$ cat config.mk
export PLATFORM = sky130hd
export DESIGN_NAME = multicycle_controller
export DESIGN_NICKNAME = d
export VERILOG_FILES = /design/src/rtl/multicycle_controller.sv
export SDC_FILE = /design/constraint.sdc
export NUM_CORES = 1
export LEC_CHECK = 0
export CAP_MARGIN = 25
export CORE_MARGIN = 3
export CORE_UTILIZATION = 54
export DETAILED_ROUTE_END_ITERATION = 10
export GPL_TIMING_DRIVEN = 0
export MAX_ROUTING_LAYER = met4
export PLACE_DENSITY = 0.87
export SLEW_MARGIN = 20
export SYNTH_ARGS = -nofsm -noshare
export SYNTH_HDL_FRONTEND = slang
export SYNTH_SLANG_ARGS = --single-unit
$ cat constraint.sdc
create_clock -name clk -period 4.4 [get_ports clk]
set_input_delay 0.44 -clock clk [delete_from_list [all_inputs] [get_ports clk]]
set_output_delay 0.44 -clock clk [all_outputs]
set_load 0.02 [all_outputs]
$ cat src/rtl/multicycle_controller.sv
// Multi-cycle FETCH/DECODE/EXECUTE/WRITEBACK controller for an RV32I integer subset.
// Drives an external ALU and register file; one instruction retires every 4 cycles with zero-wait fetch.
module multicycle_controller #(
  parameter logic [31:0] PC_RESET = 32'h0000_0000
) (
  input  logic        clk,
  input  logic        rst_n,
  output logic        imem_req,
  output logic [31:0] imem_addr,
  input  logic        imem_ack,
  input  logic [31:0] imem_rdata,
  output logic [4:0]  rs1_addr,
  output logic [4:0]  rs2_addr,
  input  logic [31:0] rs1_data,
  input  logic [31:0] rs2_data,
  output logic [31:0] data_A,
  output logic [31:0] data_B,
  output logic [3:0]  ALU_OP,
  input  logic [31:0] alu_out,
  input  logic        zero,
  output logic        rd_we,
  output logic [4:0]  rd_addr,
  output logic [31:0] rd_wdata,
  output logic        retire,
  output logic        illegal
);

  typedef enum logic [2:0] {BOOT, FETCH, DECODE, EXECUTE, WRITEBACK, TRAP} state_e;

  localparam logic [6:0] OPC_R = 7'b0110011;
  localparam logic [6:0] OPC_I = 7'b0010011;
  localparam logic [6:0] OPC_B = 7'b1100011;

  state_e      state_q, state_d;
  logic [31:0] pc_q, pc_d, ir_q, ir_d, a_q, a_d, b_q, b_d;
  logic [31:0] tgt_q, tgt_d, res_q, res_d;
  logic [3:0]  op_q, op_d;
  logic        z_q, z_d;

  logic [6:0]  opcode, funct7;
  logic [2:0]  funct3;
  logic [31:0] imm_i, imm_b, dec_b;
  logic [3:0]  dec_op;
  logic        dec_legal, is_alu, take;

  assign opcode = ir_q[6:0];
  assign funct3 = ir_q[14:12];
  assign funct7 = ir_q[31:25];
  assign imm_i  = {{20{ir_q[31]}}, ir_q[31:20]};
  assign imm_b  = {{19{ir_q[31]}}, ir_q[31], ir_q[7], ir_q[30:25], ir_q[11:8], 1'b0};
  assign is_alu = (opcode == OPC_R) || (opcode == OPC_I);
  assign take   = (opcode == OPC_B) && (funct3[0] ? !z_q : z_q);

  // Shift amounts are zero-extended into B because the ALU shifts by the whole operand.
  always_comb begin
    dec_legal = 1'b0;
    dec_op    = 4'b0101;
    dec_b     = rs2_data;
    case (opcode)
      OPC_R: begin
        case (funct3)
          3'b000: begin
            dec_legal = (funct7 == 7'b0000000) || (funct7 == 7'b0100000);
            dec_op    = funct7[5] ? 4'b0110 : 4'b0101;
          end
          3'b001: begin dec_legal = (funct7 == '0); dec_op = 4'b0011; dec_b = {27'd0, rs2_data[4:0]}; end
          3'b100: begin dec_legal = (funct7 == '0); dec_op = 4'b0010; end
          3'b101: begin dec_legal = (funct7 == '0); dec_op = 4'b0100; dec_b = {27'd0, rs2_data[4:0]}; end
          3'b110: begin dec_legal = (funct7 == '0); dec_op = 4'b0001; end
          3'b111: begin dec_legal = (funct7 == '0); dec_op = 4'b0000; end
          default: dec_legal = 1'b0;
        endcase
      end
      OPC_I: begin
        dec_b = imm_i;
        case (funct3)
          3'b000: begin dec_legal = 1'b1; dec_op = 4'b0101; end
          3'b100: begin dec_legal = 1'b1; dec_op = 4'b0010; end
          3'b110: begin dec_legal = 1'b1; dec_op = 4'b0001; end
          3'b111: begin dec_legal = 1'b1; dec_op = 4'b0000; end
          3'b001: begin dec_legal = (funct7 == '0); dec_op = 4'b0011; dec_b = {27'd0, ir_q[24:20]}; end
          3'b101: begin dec_legal = (funct7 == '0); dec_op = 4'b0100; dec_b = {27'd0, ir_q[24:20]}; end
          default: dec_legal = 1'b0;
        endcase
      end
      OPC_B: begin
        dec_legal = (funct3 == 3'b000) || (funct3 == 3'b001);
        dec_op    = 4'b0110;
      end
      default: dec_legal = 1'b0;
    endcase
  end

  always_ff @(posedge clk or negedge rst_n) begin
    if (!rst_n) begin
      state_q <= BOOT;
      pc_q    <= PC_RESET;
      ir_q    <= '0;
      a_q     <= '0;
      b_q     <= '0;
      tgt_q   <= '0;
      res_q   <= '0;
      op_q    <= '0;
      z_q     <= 1'b0;
    end else begin
      state_q <= state_d;
      pc_q    <= pc_d;
      ir_q    <= ir_d;
      a_q     <= a_d;
      b_q     <= b_d;
      tgt_q   <= tgt_d;
      res_q   <= res_d;
      op_q    <= op_d;
      z_q     <= z_d;
    end
  end

  always_comb begin
    state_d = state_q;
    pc_d    = pc_q;
    ir_d    = ir_q;
    a_d     = a_q;
    b_d     = b_q;
    tgt_d   = tgt_q;
    res_d   = res_q;
    op_d    = op_q;
    z_d     = z_q;
    case (state_q)
      BOOT: state_d = FETCH;
      FETCH: begin
        if (imem_ack) begin
          ir_d    = imem_rdata;
          state_d = DECODE;
        end
      end
      DECODE: begin
        if (!dec_legal) begin
          state_d = TRAP;
        end else begin
          a_d     = rs1_data;
          b_d     = dec_b;
          op_d    = dec_op;
          tgt_d   = pc_q + imm_b;
          state_d = EXECUTE;
        end
      end
      EXECUTE: begin
        res_d   = alu_out;
        z_d     = zero;
        state_d = WRITEBACK;
      end
      WRITEBACK: begin
        pc_d    = take ? tgt_q : pc_q + 32'd4;
        state_d = FETCH;
      end
      TRAP: state_d = TRAP;
      default: state_d = BOOT;
    endcase
  end

  always_comb begin
    imem_req  = 1'b0;
    imem_addr = '0;
    rs1_addr  = '0;
    rs2_addr  = '0;
    data_A    = '0;
    data_B    = '0;
    ALU_OP    = '0;
    rd_we     = 1'b0;
    rd_addr   = '0;
    rd_wdata  = '0;
    retire    = 1'b0;
    illegal   = 1'b0;
    case (state_q)
      FETCH: begin
        imem_req  = 1'b1;
        imem_addr = pc_q;
      end
      DECODE: begin
        rs1_addr = ir_q[19:15];
        rs2_addr = ir_q[24:20];
      end
      EXECUTE: begin
        data_A = a_q;
        data_B = b_q;
        ALU_OP = op_q;
      end
      WRITEBACK: begin
        retire = 1'b1;
        if (is_alu && (ir_q[11:7] != '0)) begin
          rd_we    = 1'b1;
          rd_addr  = ir_q[11:7];
          rd_wdata = res_q;
        end
      end
      TRAP: illegal = 1'b1;
      default: ;
    endcase
  end

endmodule

Word-level counts from Yosys, hierarchy flattened
Index checks and enable logic that the tools add are counted.
W data, S select, Z words.
Word-level totals
  register bits after elaboration: 200
  logic and storage cells: 72
  output and inout port bits: 151
  input port bits: 132
  RAM bits: 0
  bits in latches: 0
  memories kept: 0
  bits in read-only memories: 0
Operators by class
  div/mod/pow operators: 0
  eq/ne operators: 15
  $add $sub $neg: 2
  multiply operators: 0
  reduce and logical (&&, ||, !) cells: 16
  shifts and indexed selects: 0
  magnitude comparators: 0
  bitwise logic cells: 0
  multiplexer cells: 30
Operators by type and width (number)
  $mux W32: 8
  $pmux W32 S2: 1
  $add A32 B3 Y32 const B: 1
  $add A32 B32 Y32: 1
  $pmux W3 S5: 2
  $mux W5: 4
  $eq A3 B3 Y1 const B: 6
  $pmux W3 S6: 1
  $eq A7 B6 Y1 const B: 2
  $pmux W3 S3: 1
  $eq A7 B5 Y1 const B: 1
  $eq A7 B7 Y1 const B: 1
  $logic_not A7 Y1: 1
  $eq A3 B1 Y1 const B: 2
  $eq A3 B2 Y1 const B: 2
  $logic_not A3 Y1: 2
  $mux W1: 6
  $mux W3: 2
  $reduce_bool A5 Y1: 1
  $reduce_or A5 Y1: 1
  $mux W4: 1
  $pmux W1 S2: 2
  $reduce_and A2 Y1: 2
  $reduce_or A2 Y1: 2
  7 further kinds: 10

Longest topological paths before layout
  depth after elaboration: 6
  depth in mapped cells: 10
  mapped depth without buffers: 10

Worst setup path after synthesis
No wires, ideal clock.
  path type: reg-to-reg
  start point: register ir_q[31]
  end point: register tgt_q[30]
  stages on the path, launching flop included: 11
  setup time: 129 ps
  path buffers: 1
  setup slack: 1868 ps
  clock period less this slack: 2532 ps
  arrival time: 2404 ps
  required time: 4271 ps
  cells stage by stage: dfrtp_1 > ha_1 > clkbuf_1 > a21o_1 > a21o_1 > a21o_1 > a211o_1 > a31oi_1 > o31ai_2 > xnor2_1 > o21ai_1
On the way
  word-level cells in the longest chain between the ends: 5
  elaborated cells between the ends (all ways): 8
  classes of those cells: 1 x add/sub; 1 x eq/ne; 3 x mux; 3 x reduce/logical
RTL lines
  start, declared: line 35  | logic [31:0] pc_q, pc_d, ir_q, ir_d, a_q, a_d, b_q, b_d;
  start signal, assigned: line 108  | ir_q <= ir_d;
  branches (longest 5 deep; another with $add A32 B32 Y32)
  end signal, assigned: line 111  | tgt_q <= tgt_d;
  end, declared: line 36  | logic [31:0] tgt_q, tgt_d, res_q, res_d;
Several ways; the timed one is not identified.
A chain may end at the register's enable or synchronous reset.

Worst setup path in the final report
  start point: register ir_q[3]
  end point: output port rd_wdata[14]
On the way
  word-level cells in the longest chain between the ends: 5
  elaborated cells between the ends (all ways): 6
  classes of those cells: 2 x eq/ne; 2 x mux; 2 x reduce/logical
RTL lines
  $eq A7 B6 Y1 or $eq A7 B5 Y1 (tied branches): line 51  | assign is_alu = (opcode == OPC_R) || (opcode == OPC_I);
  $logic_or A1 B1 Y1 *: line 51
  $logic_and A1 B1 Y1 *: line 190  | if (is_alu && (ir_q[11:7] != '0)) begin
  $mux W32 *: line 190
  $mux W32 *: line 174  | case (state_q)
  end, declared: line 23  | output logic [31:0] rd_wdata,
Every way passes the cells marked *; elsewhere a longest branch is shown, timed or not.

==> results.md <==
- The number of buffers and inverters on the critical path is 2.
- TritonCTS built the clock tree.
- The depth of the CTS H-tree is 4.
- Counting every net in the synthesized netlist gives between 1000 and 1500.
- In the routed design, unresolved DRC markers number 0.
- The largest individual stage delay along the critical path comes from the cell sky130_fd_sc_hd__nor3_1.
- The number of antenna violations at the first check in global routing is 1.
- The data required time at the worst endpoint is slightly below 4 ns.
- The clock insertion delay at the later pin of the skew report is between 0.4 and 0.5 ns.
- The number of max-capacitance violations reported is 0.
- Setup repair after global routing left no endpoint under its margin.
- The initial detailed-routing violation count is 930.
- The die is about 150 um tall.
- Of the cells placed in the final design, the portion with a size suffix greater than 1 is 0.120.
- For this run, the total global-route usage over all layers was measured as 0.319.
- The final count of hold timing violations was 0.
- The number of instances resized during post-cts repair is 0.
- For the final database, setup skew stands at approximately 0.012 ns.
- The worst path needs ~4 ns of the cycle, external delays included.
- The largest voltage drop on the vdd net is about 0.37 mV.
- The total power is slightly above 7000 uW.
- The number of rows in the core area is between 50 and 60.
- The die is roughly 150 um wide.
- The tightest min-delay check is of the input pin to async pin type.
- The deepest clock path buffer count is 2.
- The total setup buffers inserted after CTS is 0.
- Of the synthesized area, sequential elements account for 0.449.
- The run finished with clean final reports.
- Of the available clock period, the critical path in the final layout requires 0.915.
- The first-pass GRT wire length is approximately 54 mm.
- The critical-path maximum fanout is 10.
- The reported leakage power is approximately 0.0064 uW.
- STA puts the critical path data arrival time at between 3 and 4 ns.
- The standard cell core area is slightly below 0.02 mm2.
- After synthesis, the cell types taking the most area are sky130_fd_sc_hd__dfrtp_1 45%, sky130_fd_sc_hd__mux2_2 9.8%, sky130_fd_sc_hd__and2_1 8.4%.
- Counting flops and latches in the post-synthesis netlist gives between 150 and 200.
- The fraction of synthesized cell area taken by the top area cell type is 0.449.
- Among all flip-flop cells after synthesis, the most frequent one is sky130_fd_sc_hd__dfrtp_1.
- The transition time of the tightest slew-check pin is roughly 1.0 ns.
- During synthesis, Yosys emitted a total of 0 warnings.
- The final-report max-slew violation count is 0.
- After clock tree synthesis, the flow added hold-fix buffers numbering 1.
- The die covers around 0.022 mm2.
- The critical path start-end classification is flip-flop to output pin.
- The average wire per cell in the routed design is approximately 20 um.
- For this run, the top clock speed supported by timing is 0.248 GHz.
- For this design, the sink count on the clock tree is about 200.
- Entering global routing, the biggest net connects ~100 pins.
- The clock input transition at the sequential cells of the worst setup and hold paths is about 0.070 ns.
- The summed instance area of the synthesized netlist is approximately 0.011 mm2.
- The via density per instance is approximately 5.8.
- The routed design has 35.2 mm of wire.
- The area growth from synthesis to layout is 34.3%.
- In this run the count of I/O pins placed on the die edge is around 280.
- In this run, distinct cell masters in the synthesized netlist total between 60 and 70.
- The type of element capturing the critical path is an output pin.
- Of all cell types, the one taking the most synthesized area is sky130_fd_sc_hd__dfrtp_1.
- The setup-violating endpoint count in the final report is 0.
- The cell class contributing the biggest share of worst-path delay is simple AND/OR/NAND/NOR gates.
- The relative slew slack is 0.305.
- The post-DP HPWL is roughly 27 mm.
- The share of flip-flops with an asynchronous set or reset is 1.00.
- The delay of the slowest cell on the worst path is ~0.8 ns.
- The final net count is roughly 1600.
- The final weighted congestion of routability-driven global placement is between 0.9 and 1.
- Traced cell by cell, the critical path runs through nor3_2 > nand2b_1 > nor3_1 > clkbuf_1 > and2_1 > clkdlybuf4s50_1.
- Across all layers, the routed design uses 10100 vias.
- Before antenna repair, the detailed router went through 6 iterations.
- Buffers inserted during clock tree synthesis total 17.
- A synthesized cell averages 9.57 um2.
- The initial utilization of the core area, before any placement, comes to 0.559.
- The via count of the first global-routing pass is ~10000.
- In this run the remaining antenna-violating nets after routing total 0.
- The number of input and output port buffers inserted is approximately 280.
- The final-layout setup total negative slack is 0 ns.
- The post-synthesis cell count is ~1200.
- The number of enable flip-flop cells after synthesis is 0.
- The buffer cell driving the clock tree root is sky130_fd_sc_hd__clkbuf_16.
- The worst setup path is launched from a flip-flop.
- After global routing the overflow that remains totals 0.
- The power density normalized to cell area is around 480 mW/mm2.
==> state kept, by name (all words and copies together) (netlist names) <==
name     cells
a_q         32
b_q         32
ir_q        32
pc_q        32
res_q       32
tgt_q       32
op_q         3
state_q      3
z_q          1
==> worst paths after layout <==
kind,from,endpoint,slack (ns),cells after the start
hold / removal,rst_n,pc_q[16]$_DFFE_PN0P_,0.38,2
setup / recovery,ir_q[3]$_DFFE_PN0P_,rd_wdata[14],0.37,6
setup reg to reg,ir_q[31]$_DFFE_PN0P_,tgt_q[19]$_DFFE_PN0P_,1.12,10
hold reg to reg,b_q[29]$_DFFE_PN0P_,b_q[29]$_DFFE_PN0P_,0.47,2
max in group asynchronous,rst_n,b_q[26]$_DFFE_PN0P_,3.30,3
min in group clk,b_q[29]$_DFFE_PN0P_,b_q[29]$_DFFE_PN0P_,0.47,2
==> routing by layer <==
metal  global-route usage  vias to the layer above  part of all wire
met5                    -                        -                 0
met4                0.131                        0             0.043
met3               0.0760                      110             0.090
met2                0.511                      526              0.49
met1                0.393                     4792              0.38
li1                     -                     4673                 -
==> kinds of logic (layout without fill, tap and decap cells) <==
group	after synthesis	in the layout	share of synthesized area
AOI/OAI and AO/OA	296	296	0.155
xor gates and xnor gates	31	31	0.0245
adders and majority gates	32	32	0.0367
buffers and inverters	86	402	0.0330
DFF	199	199	0.449
muxes	105	105	0.106
other	1	2	0.000338
and+or+nand+nor	410	410	0.196
==> area by class of cell <==
class	count	area [um2]
Buffer	74	322
Timing Repair Buffer	285	2890
Clock buffer	17	425
Clock inverter	14	160
Fill cell	1369	4930
Sequential cell	199	4980
Antenna cell	1	2.50
Inverter	12	45.0
Tap cell	265	332
Multi-Input combinational cell	875	5760
==> cells in the mapped netlist, drive strengths merged, types with 13 or more instances <==
cell type / instances
o21ai: 119
nand4: 13
buf: 25
a21oi: 94
and2: 149
mux2: 100
nand3: 23
dfrtp: 199
clkbuf: 49
xnor2: 20
ha: 31
nor2: 59
nand2: 119
a21o: 18
==> layout by cell type (no fill, tap or decap), types with 4 or more instances in the layout <==
cell type,n
sky130_fd_sc_hd__buf_2,19
sky130_fd_sc_hd__nor2_1,59
sky130_fd_sc_hd__o31ai_1,4
sky130_fd_sc_hd__o22ai_1,11
sky130_fd_sc_hd__and3_1,8
sky130_fd_sc_hd__ha_1,31
sky130_fd_sc_hd__a211oi_1,7
sky130_fd_sc_hd__xor2_1,11
sky130_fd_sc_hd__nand3_1,23
sky130_fd_sc_hd__a21o_1,18
sky130_fd_sc_hd__clkbuf_16,17
sky130_fd_sc_hd__xnor2_1,20
sky130_fd_sc_hd__a22oi_1,9
sky130_fd_sc_hd__dfrtp_1,199
sky130_fd_sc_hd__nor2b_1,4
sky130_fd_sc_hd__o21bai_1,5
sky130_fd_sc_hd__a21oi_1,92
sky130_fd_sc_hd__clkbuf_1,48
sky130_fd_sc_hd__mux2i_1,5
sky130_fd_sc_hd__clkdlybuf4s50_1,280
sky130_fd_sc_hd__nor4_1,5
sky130_fd_sc_hd__nand2_1,119
sky130_fd_sc_hd__o21ai_0,114
sky130_fd_sc_hd__a211o_1,4
sky130_fd_sc_hd__nand2b_1,7
sky130_fd_sc_hd__nand4_1,11
sky130_fd_sc_hd__and2_1,149
sky130_fd_sc_hd__o21ai_1,5
sky130_fd_sc_hd__mux2_2,97
sky130_fd_sc_hd__inv_1,11
sky130_fd_sc_hd__a31oi_1,8
sky130_fd_sc_hd__inv_8,5
sky130_fd_sc_hd__nor3_1,6
==> power breakdown <==
part / internal [uW] / switching, uW / leakage [uW]
logic: 1340 / 1600 / 0.00372
registers: 2250 / 395 / 0.00239
clock network: 809 / 761 / 0.000279
==> through the flow <==
step	setup slack, ns	utilization	hold slack (ns)	instances	instance area, um2
final	0.374	0.751	0.377	1742	14900
after global routing	0.131	0.751	0.386	1742	14900
after CTS	0.365	0.751	0.380	1740	14900
after detailed placement	0.851	0.721	0.252	1708	14300
after global placement	-5.42	0.718	0.454	1706	14200
after floorplan	1.87	-	0.144	1160	11100
Power figures use the tool's default switching activity.
==> patch: new RTL, same flow settings <==
Make the reset (`rst_n`) synchronous in one clocked block.
--- a/src/rtl/multicycle_controller.sv
+++ b/src/rtl/multicycle_controller.sv
@@ -91,7 +91,7 @@
     endcase
   end
 
-  always_ff @(posedge clk or negedge rst_n) begin
+  always_ff @(posedge clk) begin
     if (!rst_n) begin
       state_q <= BOOT;
       pc_q    <= PC_RESET;
Function: differs if rst_n is asserted again (counterexample within 4 cycles, from zero or initial values and one cycle with rst_n low); with rst_n held inactive, the same outputs for 4 cycles.
==> patch against the unedited design <==
- die area fell by 3.6%
- sequential cell count did not move
- highest routed layer unchanged
- cell area fell by 3.2%
- area after synthesis fell by 3.7%
- worst setup slack improved by 0.43 ns
- global-route usage rose by 4.3 points
- utilization rose by 0.47 points
- routed wire length rose by 12%
Power is not compared: it rests on default switching activity, and its combinational part moved more than twofold at a synthesized area within 25%.
==> patch: results (changes against the unedited design) <==
Result of the run: finished clean (unchanged). The xor-xnor portion of the synthesized cell area came to 1.80% (was 2.45%). The weighted congestion at the end of routability-driven global placement is 1.04 (was 0.936). Cell types occupying the most area after synthesis: dfxtp_1 (37%), nand2_1 (9.9%), a21oi_1 (9.1%) (was dfrtp_1 (45%), mux2_2 (9.8%), and2_1 (8.4%)). The prevailing post-synth register cell is dfxtp_1 (was dfrtp_1). The share of post-route cells with drive strength above 1 is 3.58% (was 12.0%).

The complex-gate fraction of the synthesized area is 21.0% (was 15.5%). The fraction of met2 tracks used by global routing came to 58.6% (was 51.1%). The instance area after placement came out at 0.0138 mm2 (was 0.0143 mm2). The mean post-synth cell area is 7.40 um2 (was 9.57 um2). The routed via count came out at 12100 (was 10100).

The met1 global-route usage came to 42.4% (was 39.3%). The number of global-route vias before repair is 11700 (was 9877). The dominant delay contributor by cell family on the critical path is buffers and inverters (was simple AND/OR/NAND/NOR gates). The largest net degree at the start of global routing was 24 (was 101). The routed length per placed instance is 19.5 um (was 20.2 um). The share of synthesized area occupied by flip-flops and latches came out at 37.3% (was 44.9%). The total routing resource utilization after global routing is 36.3% (was 31.9%).

The longest individual stage delay on the worst path was 0.63 ns (was 0.78 ns). The slowest library cell on the worst path is clkdlybuf4s50_1 (was nor3_1). Most frequent cells after synthesis: nand2_1 (282), dfxtp_1 (199), a21oi_1 (194) (was dfrtp_1 (199), and2_1 (149), nand2_1 (119)). The number of placed instances, taps included is 1987 (was 1708). The count of cell types in the netlist is 73 (was 67). The area share of fa/ha/maj cells after synthesis is 3.82% (was 3.67%).

The worst setup timing slack at the placement stage was 1.19 ns (was 0.851 ns). The met3 demand-to-capacity share in global routing was 8.04% (was 7.60%). The HPWL after detailed placement is 30100 um (was 26500 um). The average via count per standard cell is 5.99 (was 5.80).

The worst min-delay path category was reg -> reg (was in -> async). The fraction of registers with async set or reset after synthesis is 0% (was 100%). The post-synthesis net count came out at 1609 (was 1324). The multiplexer share of the synthesized area came out at 0.761% (was 10.6%).

The number of antenna violations at the first check in global routing came out at 0 (was 1). The wire length of the first global-routing pass is 61200 um (was 53900 um). The transition time at the pin with the least slew margin came out at 1.06 ns (was 1.04 ns).
## patch: changes by cell type after synthesis, sizes merged, moves of 11 or more
| cell | delta |
|---|---|
| a21oi | +101 |
| o22ai | -11 |
| dfxtp | +199 |
| nand2 | +163 |
| o21ai | -44 |
| and2 | -62 |
| mux2 | -99 |
| dfrtp | -199 |
| and3 | +69 |
| nor3 | +17 |
| clkbuf | +46 |
| nor2 | +50 |
## patch: area by class of cell
cell class / instances / area share, %
diodes: 1 / 0.0173
plain buffers: 114 / 3.26
clock buffers: 18 / 2.97
clock inverters: 14 / 1.11
inverters: 12 / 0.312
multi-input cells: 1120 / 42.9
flip-flops and latches: 199 / 27.6
well taps: 260 / 2.25
repair buffers: 282 / 19.5
## patch: power groups by stage
| stage | Sequential (uW) | Combinational (uW) | Clock [uW] |
|---|---|---|---|
| 6_report | 1840 | 345 | 1580 |
| 5_1_grt | 1850 | 371 | 1640 |
| 4_1_cts | 1840 | 340 | 1570 |
| 3_5_place_dp | 1890 | 336 | 0 |
| 3_3_place_gp | 1880 | 329 | 0 |
| 2_1_floorplan | 1880 | 148 | 0 |
## patch: metal layers
metal | wire (um) | vias to the layer above
li1 | - | 5632
met1 | 15100 | 5566
met2 | 18200 | 746
met3 | 4000 | 152
met4 | 2220 | 0
met5 | 0 | -
## patch: tightest hold or removal path, stage by stage (launching register included)
cell,delay (ns)
dfxtp_1,0.31
nand2_1,0.05
a21oi_1,0.05
## patch: kinds of logic after synthesis
family / after synthesis
mux: 8
xor+xnor: 22
simple gates: 678
other cells: 1
compound gates: 379
fa+ha+maj: 32
buf+inv: 126
flops: 199
## patch: path summary, 6_finish.rpt
| path | slack (ns) | from | cells after the start | end |
|---|---|---|---|---|
| max | 0.81 | state_q[1] | 6 | data_A[3] |
| min | 0.45 | a_q[29] | 2 | a_q[29] |
| max reg2reg | 1.06 | ir_q[31] | 10 | tgt_q[28] |
| min reg2reg | 0.45 | a_q[29] | 2 | a_q[29] |
## patch: per-stage QoR
step                util, %  total power, uW  hold slack (ns)
floorplan                 -             2020            0.429
global placement       72.5             2210            0.436
detailed placement     72.5             2220            0.442
CTS                    75.6             3760            0.453
global route           75.6             3860            0.469
finish                 75.6             3770            0.452
